===== config.mk =====
export PLATFORM = sky130hd
export DESIGN_NAME = des_result_serializer
export DESIGN_NICKNAME = d
export VERILOG_FILES = /design/src/rtl/des_result_serializer.sv
export SDC_FILE = /design/constraint.sdc
export NUM_CORES = 1
export LEC_CHECK = 0
export ABC_AREA = 1
export CAP_MARGIN = 10
export CORE_MARGIN = 2
export CORE_UTILIZATION = 61
export CTS_BUF_LIST = sky130_fd_sc_hd__clkbuf_4 sky130_fd_sc_hd__clkbuf_8
export CTS_CLUSTER_SIZE = 12
export DETAILED_ROUTE_END_ITERATION = 8
export GPL_ROUTABILITY_DRIVEN = 0
export GPL_TIMING_DRIVEN = 0
export PLACE_DENSITY = 0.82
export SYNTH_ARGS = -nofsm -noshare
export SYNTH_HDL_FRONTEND = slang
export SYNTH_SLANG_ARGS = --single-unit

===== constraint.sdc =====
create_clock -name clk -period 5.59 [get_ports clk]
set_input_delay 1.118 -clock clk [delete_from_list [all_inputs] [get_ports clk]]
set_output_delay 1.118 -clock clk [all_outputs]
set_load 0.1 [all_outputs]

===== src/rtl/des_result_serializer.sv =====
// des_result_serializer: captures DES results after a fixed load latency,
// buffers them in a small FIFO and streams each 64-bit word as 8 bytes, MSB first.
// Ports: clk, reset (sync, active-high), load, des_data[63:0] in;
//        out_byte[7:0], out_valid, out_last, busy, overflow out; out_ready in.
// Optional: define DES_SER_PARITY_EN to add out_parity (odd parity of out_byte).
module des_result_serializer #(
  parameter int LATENCY = 2,
  parameter int DEPTH   = 4
) (
  input  logic        clk,
  input  logic        reset,
  input  logic        load,
  input  logic [63:0] des_data,
  output logic [7:0]  out_byte,
  output logic        out_valid,
  input  logic        out_ready,
  output logic        out_last,
`ifdef DES_SER_PARITY_EN
  output logic        out_parity,
`endif
  output logic        busy,
  output logic        overflow
);

  localparam int AW = (DEPTH > 1) ? $clog2(DEPTH) : 1;
  localparam logic [AW:0] FULL_CNT = (AW+1)'(DEPTH);

  localparam logic [0:0] IDLE = 1'b0;
  localparam logic [0:0] SEND = 1'b1;

  // load tracking
  logic [LATENCY-1:0] pipe;
  logic [LATENCY:0]   pipe_nxt;
  logic               capture;

  assign pipe_nxt = {pipe, load};
  assign capture  = pipe[LATENCY-1];

  always_ff @(posedge clk) begin
    if (reset) pipe <= '0;
    else       pipe <= pipe_nxt[LATENCY-1:0];
  end

  // FIFO
  logic [63:0]   mem [DEPTH];
  logic [AW-1:0] wr_ptr;
  logic [AW-1:0] rd_ptr;
  logic [AW:0]   count;
  logic          full;
  logic          empty;
  logic          push;
  logic          pop;

  logic [0:0]  state;
  logic [63:0] sreg;
  logic [2:0]  idx;
  logic        xfer;

  assign full  = (count == FULL_CNT);
  assign empty = (count == '0);
  assign xfer  = (state == SEND) && out_ready;

  // A pop at the same edge frees the slot the capture needs.
  assign pop  = !empty && ((state == IDLE) || (xfer && idx == 3'd7));
  assign push = capture && (!full || pop);

  always_ff @(posedge clk) begin
    if (push) mem[wr_ptr] <= des_data;
  end

  always_ff @(posedge clk) begin
    if (reset) begin
      wr_ptr   <= '0;
      rd_ptr   <= '0;
      count    <= '0;
      overflow <= 1'b0;
    end else begin
      if (push) wr_ptr <= wr_ptr + AW'(1);
      if (pop)  rd_ptr <= rd_ptr + AW'(1);
      case ({push, pop})
        2'b10:   count <= count + (AW+1)'(1);
        2'b01:   count <= count - (AW+1)'(1);
        default: count <= count;
      endcase
      if (capture && !push) overflow <= 1'b1;
    end
  end

  // serializer
  always_ff @(posedge clk) begin
    if (reset) begin
      state <= IDLE;
      sreg  <= '0;
      idx   <= '0;
    end else begin
      case (state)
        IDLE: begin
          if (!empty) begin
            sreg  <= mem[rd_ptr];
            idx   <= '0;
            state <= SEND;
          end
        end
        SEND: begin
          if (out_ready) begin
            if (idx != 3'd7) begin
              sreg <= {sreg[55:0], 8'h00};
              idx  <= idx + 3'd1;
            end else if (!empty) begin
              sreg <= mem[rd_ptr];
              idx  <= '0;
            end else begin
              // clearing keeps out_byte at zero while idle
              sreg  <= '0;
              idx   <= '0;
              state <= IDLE;
            end
          end
        end
        default: state <= IDLE;
      endcase
    end
  end

  assign out_valid = (state == SEND);
  assign out_byte  = sreg[63:56];
  assign out_last  = out_valid && (idx == 3'd7);
  assign busy      = (|pipe) || !empty || out_valid;

`ifdef DES_SER_PARITY_EN
  assign out_parity = out_valid & ~(^sreg[63:56]);
`endif

endmodule


==> Word level (Yosys, flattened, before mapping) <==
Memory sizes are Yosys's and may differ from the RTL's. A register that Yosys moved wholly into a read port is not among the register bits.
Index checks and enable logic that the tools add are counted.
{ "op_classes": {"n_reduce_logical": 17, "bitwise_logic": 1, "add_sub_neg": 5, "eq_ne": 7, "muxes": 18} }
{ "ops": {"columns": ["operator", "count"], "rows": [
  ["$mux W64", 4],
  ["$pmux W64 S2", 1],
  ["$pmux W3 S2", 2],
  ["$mux W3", 3],
  ["$add A3 B1 Y3 const B", 2],
  ["$eq A3 B3 Y1 const B", 2],
  ["$logic_and A1 B1 Y1", 6],
  ["$mux W1", 5],
  ["$add A2 B1 Y2 const B", 2],
  ["$logic_or A1 B1 Y1", 4],
  ["$mux W2", 2],
  ["$ne A2 B2 Y1 const B", 2],
  ["$logic_not A1 Y1", 3],
  ["$logic_not A3 Y1", 1],
  ["$ne A3 B3 Y1 const B", 1],
  ["$sub A3 B1 Y3 const B", 1],
  ["$eq A2 B1 Y1 const B", 1],
  ["$eq A2 B2 Y1 const B", 1],
  ["$pmux W1 S2", 1],
  ["$reduce_and A2 Y1", 1],
  ["$reduce_bool A2 Y1", 1],
  ["$reduce_or A2 Y1", 1],
  ["$not A1 Y1", 1]
]} }
{ "word_totals": {"output_inout_bits": 12, "ram_bits": 256, "ff_bits": 78, "wordCells": 57, "mem_count": 1} }
{ "memory_table": {"columns": ["memory", "words", "width", "read_ports", "rd_ports_with_merged_regs", "write_ports", "line_no", "text"], "rows": [
  ["mem", 4, 64, 1, 1, 1, "45", "logic [63:0] mem [DEPTH];"]
]} }

==> Longest topological paths before layout <==
{ "depth": {"depth_word": 8, "ltp_mapped": 14, "ltp_nobuf": 13} }

==> Worst setup path after synthesis <==
No wires, ideal clock.
{ "synth_timing": {"path_kind": "input port to flip-flop", "startpoint": "input out_ready", "endpoint": "memory mem[0][0] (enable)", "path_slack_ps": 1041, "t_required_ps": 5104, "t_arrival_ps": 4063, "n_path_buf": 0, "path_stages": 4, "path_cell_list": "nand2_1 > nand2_2 > o21ai_2 > nor2_1"} }
{ "synth_between": {"elab_chain_cells": 8} }
{ "synth_lines": {"columns": ["element", "line_no", "text"], "rows": [
  ["start: declaration", "16", "input logic out_ready,"],
  ["$logic_and A1 B1 Y1", "61", "assign xfer = (state == SEND) && out_ready;"],
  ["$logic_and A1 B1 Y1", "64", "assign pop = !empty && ((state == IDLE) || (xfer && idx == 3'd7));"],
  ["$logic_or A1 B1 Y1", "64", null],
  ["$logic_and A1 B1 Y1", "64", null],
  ["$logic_or A1 B1 Y1", "65", "assign push = capture && (!full || pop);"],
  ["$logic_and A1 B1 Y1", "65", null],
  ["$mux W1", "68", "if (push) mem[wr_ptr] <= des_data;"],
  ["$mux W1 (not written as such)", "68", null],
  ["end: declaration", "45", null]
]} }
No other way between the ends.

==> Worst setup path after layout <==
{ "layout_timing": {"startpoint": "register idx[0]", "endpoint": "output out_last"} }
{ "layout_between": {"elab_chain_cells": 2} }
{ "layout_lines": {"columns": ["element", "line_no", "text"], "rows": [
  ["start: declaration", "56", "logic [2:0] idx;"],
  ["start signal: assignment", "108", "idx <= idx + 3'd1;"],
  ["$eq A3 B3 Y1", "127", "assign out_last = out_valid && (idx == 3'd7);"],
  ["$logic_and A1 B1 Y1", "127", null],
  ["end: declaration", "17", "output logic out_last,"]
]} }
No other way between the ends.

==> impl_metrics.ini <==
[yosys]
post_synth_design_cell_area_mm2 = 0.0133
synth_largest_area_cell = sky130_fd_sc_hd__edfxtp_1
number_of_register_bits_inferred_by_synthesis = 336
fraction_of_post_synthesis_cell_area_in_the_top_cell_type_by_area_pct = 57.8
synth_compound_gate_area_share_pct = 13.0
synth-xor-area-share_pct = 0
syn_avg_cell_area_um2 = 11.1
yosys.area_share.adder_pct = 0.714
yosysUniqueCellTypes = 24
ys_seq_area_share_pct = 69.8
post_synth_and_or_nand_nor_area_fraction_pct = 11.8
multiplexer_fraction_of_the_synthesized_cell_area_pct = 0
post_synth_inst_count = 1197
synthTopCellsByArea = sky130_fd_sc_hd__edfxtp_1 58%, sky130_fd_sc_hd__dfxtp_1 12%, sky130_fd_sc_hd__nor2_1 7.1%, sky130_fd_sc_hd__o21ai_0 5.0%, sky130_fd_sc_hd__nand2_1 4.1%
warnings_from_yosys = 0
syn-num-nets = 1272
synth_top_family_by_area = compound AO/OA/AOI/OAI gates

[sta]
final_hold_viol_count = 0
setup_repair_after_global_routing_missed_its_margin = false
final_min_period_over_clock_period_pct = 76.7
worst_slew_margin_rel_pct = 35.1
setup_viol = 0
timing.setup.tns_ns = 0
post-route-min-period_ns = 4.29
maxSlewViolCount = 0
timing.fmax_mhz = 233
max_slew.worst_pin.slew_ns = 0.970
finClkSkew_ns = 0.0232
whs_ns = 0.445

[finish]
layoutNonFillerInstCount = 1656
post_route_cells_drive_above_1_share_pct = 12.3
n_antenna_cell = 0
final_net_count = 1411
area.growth.synth_to_final_pct = 17.6

[critical_path]
worst_setup_path_start_kind = flip-flop
critPathKind = reg -> out
cp.arrival_ns = 3.17
required_ns = 4.47
critical_path_peak_fanout = 10
worstSetupEndpointType = output port

[flow_run]
drv.max_cap_violation_count = 0

[route]
routedLengthMet1_mm = 12.1
route.top_layer_used = met4
drc = 0
antenna_violating_nets_post_route = 0
drt_pass1_iterations = 6
route.vias.total = 9510
route.final.wire_length_mm = 29.9
drt-wirelength-per-cell_um = 18.1
met3_length_mm = 2.40
viasPerCell = 5.74
detailroute.wirelength.met2_mm = 14.7
detail_route.iter0.violations = 811

[die]
starting_utilization_of_the_core_area_pct = 61.6
dieWidth_um = 152
design.die.area_mm2 = 0.0230
design.core.area_mm2 = 0.0216
floorplan.io_pins = 80
placement_rows = 54
chipHeight_um = 152

[clock_tree]
cts-root-to-sink-buffers = 3
cts.repair.resized = 0
cts.reportedPaths.clkPinSlew_ns = 0.06
sinks_on_clock_net = 336
holdBufCountCts = 0
clock_tree.htree_level_count = 2
cts.repair_timing.setup_buffer_count = 0
numCtsBuffers = 50
tritoncts_clock_tree = built
root_buffer = sky130_fd_sc_hd__clkbuf_8
clkLatencyLatePin_ns = 0.58

[placement]
place_hpwl_mm = 19.0
port_buffers = 79
dp_cells = 1564

[global_route]
grt_pass1_wl_mm = 46.5
globalRoute.totalOverflow = 0
antenna_found_initial = 0
first_global_vias = 9403
grt_use_total_pct = 26.4
pin_count_of_the_biggest_net_entering_global_routing = 32

[run_status]
outcome = completed

[power_and_ir_drop]
leakage_nw = 5.74
vdd_drop_max_mv = 0.234
power.density_cell_area_mw_per_mm2 = 501

[hold_path]
hold_path_class = reg -> reg
cell usage in the layout, fill, tap and decap left out, types with 28 or more instances in the layout:
cell type,count
sky130_fd_sc_hd__edfxtp_1,256
sky130_fd_sc_hd__nor2_1,249
sky130_fd_sc_hd__nand2_1,145
sky130_fd_sc_hd__o21ai_0,133
sky130_fd_sc_hd__dfxtp_1,80
sky130_fd_sc_hd__clkdlybuf4s50_1,79
sky130_fd_sc_hd__a21oi_1,74
sky130_fd_sc_hd__o22ai_1,64
sky130_fd_sc_hd__o21ai_1,56
sky130_fd_sc_hd__clkbuf_8,54
sky130_fd_sc_hd__buf_2,28
worst paths after layout:
check / start / endpoint / slack (ns) / depth (start not counted)
setup / recovery: idx[0]$_SDFFE_PP0P_ / out_last / 1.30 / 8
hold / removal: pipe[0]$_SDFF_PP0_ / pipe[1]$_SDFF_PP0_ / 0.44 / 2
setup reg to reg: idx[0]$_SDFFE_PP0P_ / mem[3][29]$_DFFE_PP_ / 3.09 / 8
hold reg to reg: pipe[0]$_SDFF_PP0_ / pipe[1]$_SDFF_PP0_ / 0.44 / 2
flip-flops by register name, summed over array words and instances (netlist names), named ones only:
name / cells
rd_ptr: 2
pipe: 2
wr_ptr: 2
overflow: 1
sreg: 64
count: 3
out_valid: 1
mem: 256
idx: 3
logic make-up (layout without fill, tap and decap cells):
logic type      after synthesis  after routing
flops                       336            336
fa+ha+maj                     7              7
simple gates                410            410
buf+inv                     115            294
compound gates              329            329
layer usage:
metal  global-route usage (%)  vias to the layer above
met5                        0                        -
met4                     9.68                        0
met3                     4.70                       67
li1                         -                     4490
met2                     44.3                      412
met1                     35.0                     4541
where the power goes:
group / total [mW] / switching [mW] / internal, mW
clock network: 1.97 / 0.894 / 1.08
registers: 3.14 / 0.156 / 2.99
logic: 2.72 / 1.85 / 0.876
stage by stage:
step                utilization, %  setup WS (ns)  total power, mW  cell area (µm²)
global placement              66.8          -1.54             5.76            14500
finish                        72.4           1.30             7.84            15600
detailed placement            67.7           1.92             5.84            14600
floorplan                        -           1.04             5.05            13300
global route                  72.4           1.14             8.25            15600
CTS                           72.4           1.30             7.82            15600
cells in the mapped netlist, drive strengths merged:
cell / n
dfxtp: 80
nand4: 3
edfxtp: 256
buf: 60
nand3: 4
fa: 1
ha: 6
inv: 24
clkbuf: 30
nand2: 149
clkinv: 1
nor2: 254
a21oi: 74
o22ai: 64
o21ai: 190
o211a: 1
layout make-up:
cell class	instances	area, µm²
Multi-Input combinational cell	746	3420
Sequential cell	336	9290
Buffer	90	532
Clock buffer	75	901
Timing Repair Buffer	87	951
Tap cell	280	350
Inverter	25	93.8
Clock inverter	17	108
Fill cell	1462	5970
critical path: stages (launching register included):
cell and delay [ns]:
sky130_fd_sc_hd__dfxtp_1 0.35, sky130_fd_sc_hd__ha_1 0.17, sky130_fd_sc_hd__ha_1 0.14, sky130_fd_sc_hd__buf_2 0.16, sky130_fd_sc_hd__buf_2 0.24, sky130_fd_sc_hd__buf_2 0.24
sky130_fd_sc_hd__nand2_1 0.08, sky130_fd_sc_hd__inv_1 0.09, sky130_fd_sc_hd__clkdlybuf4s50_1 1.13
Power figures use the tool's default switching activity.
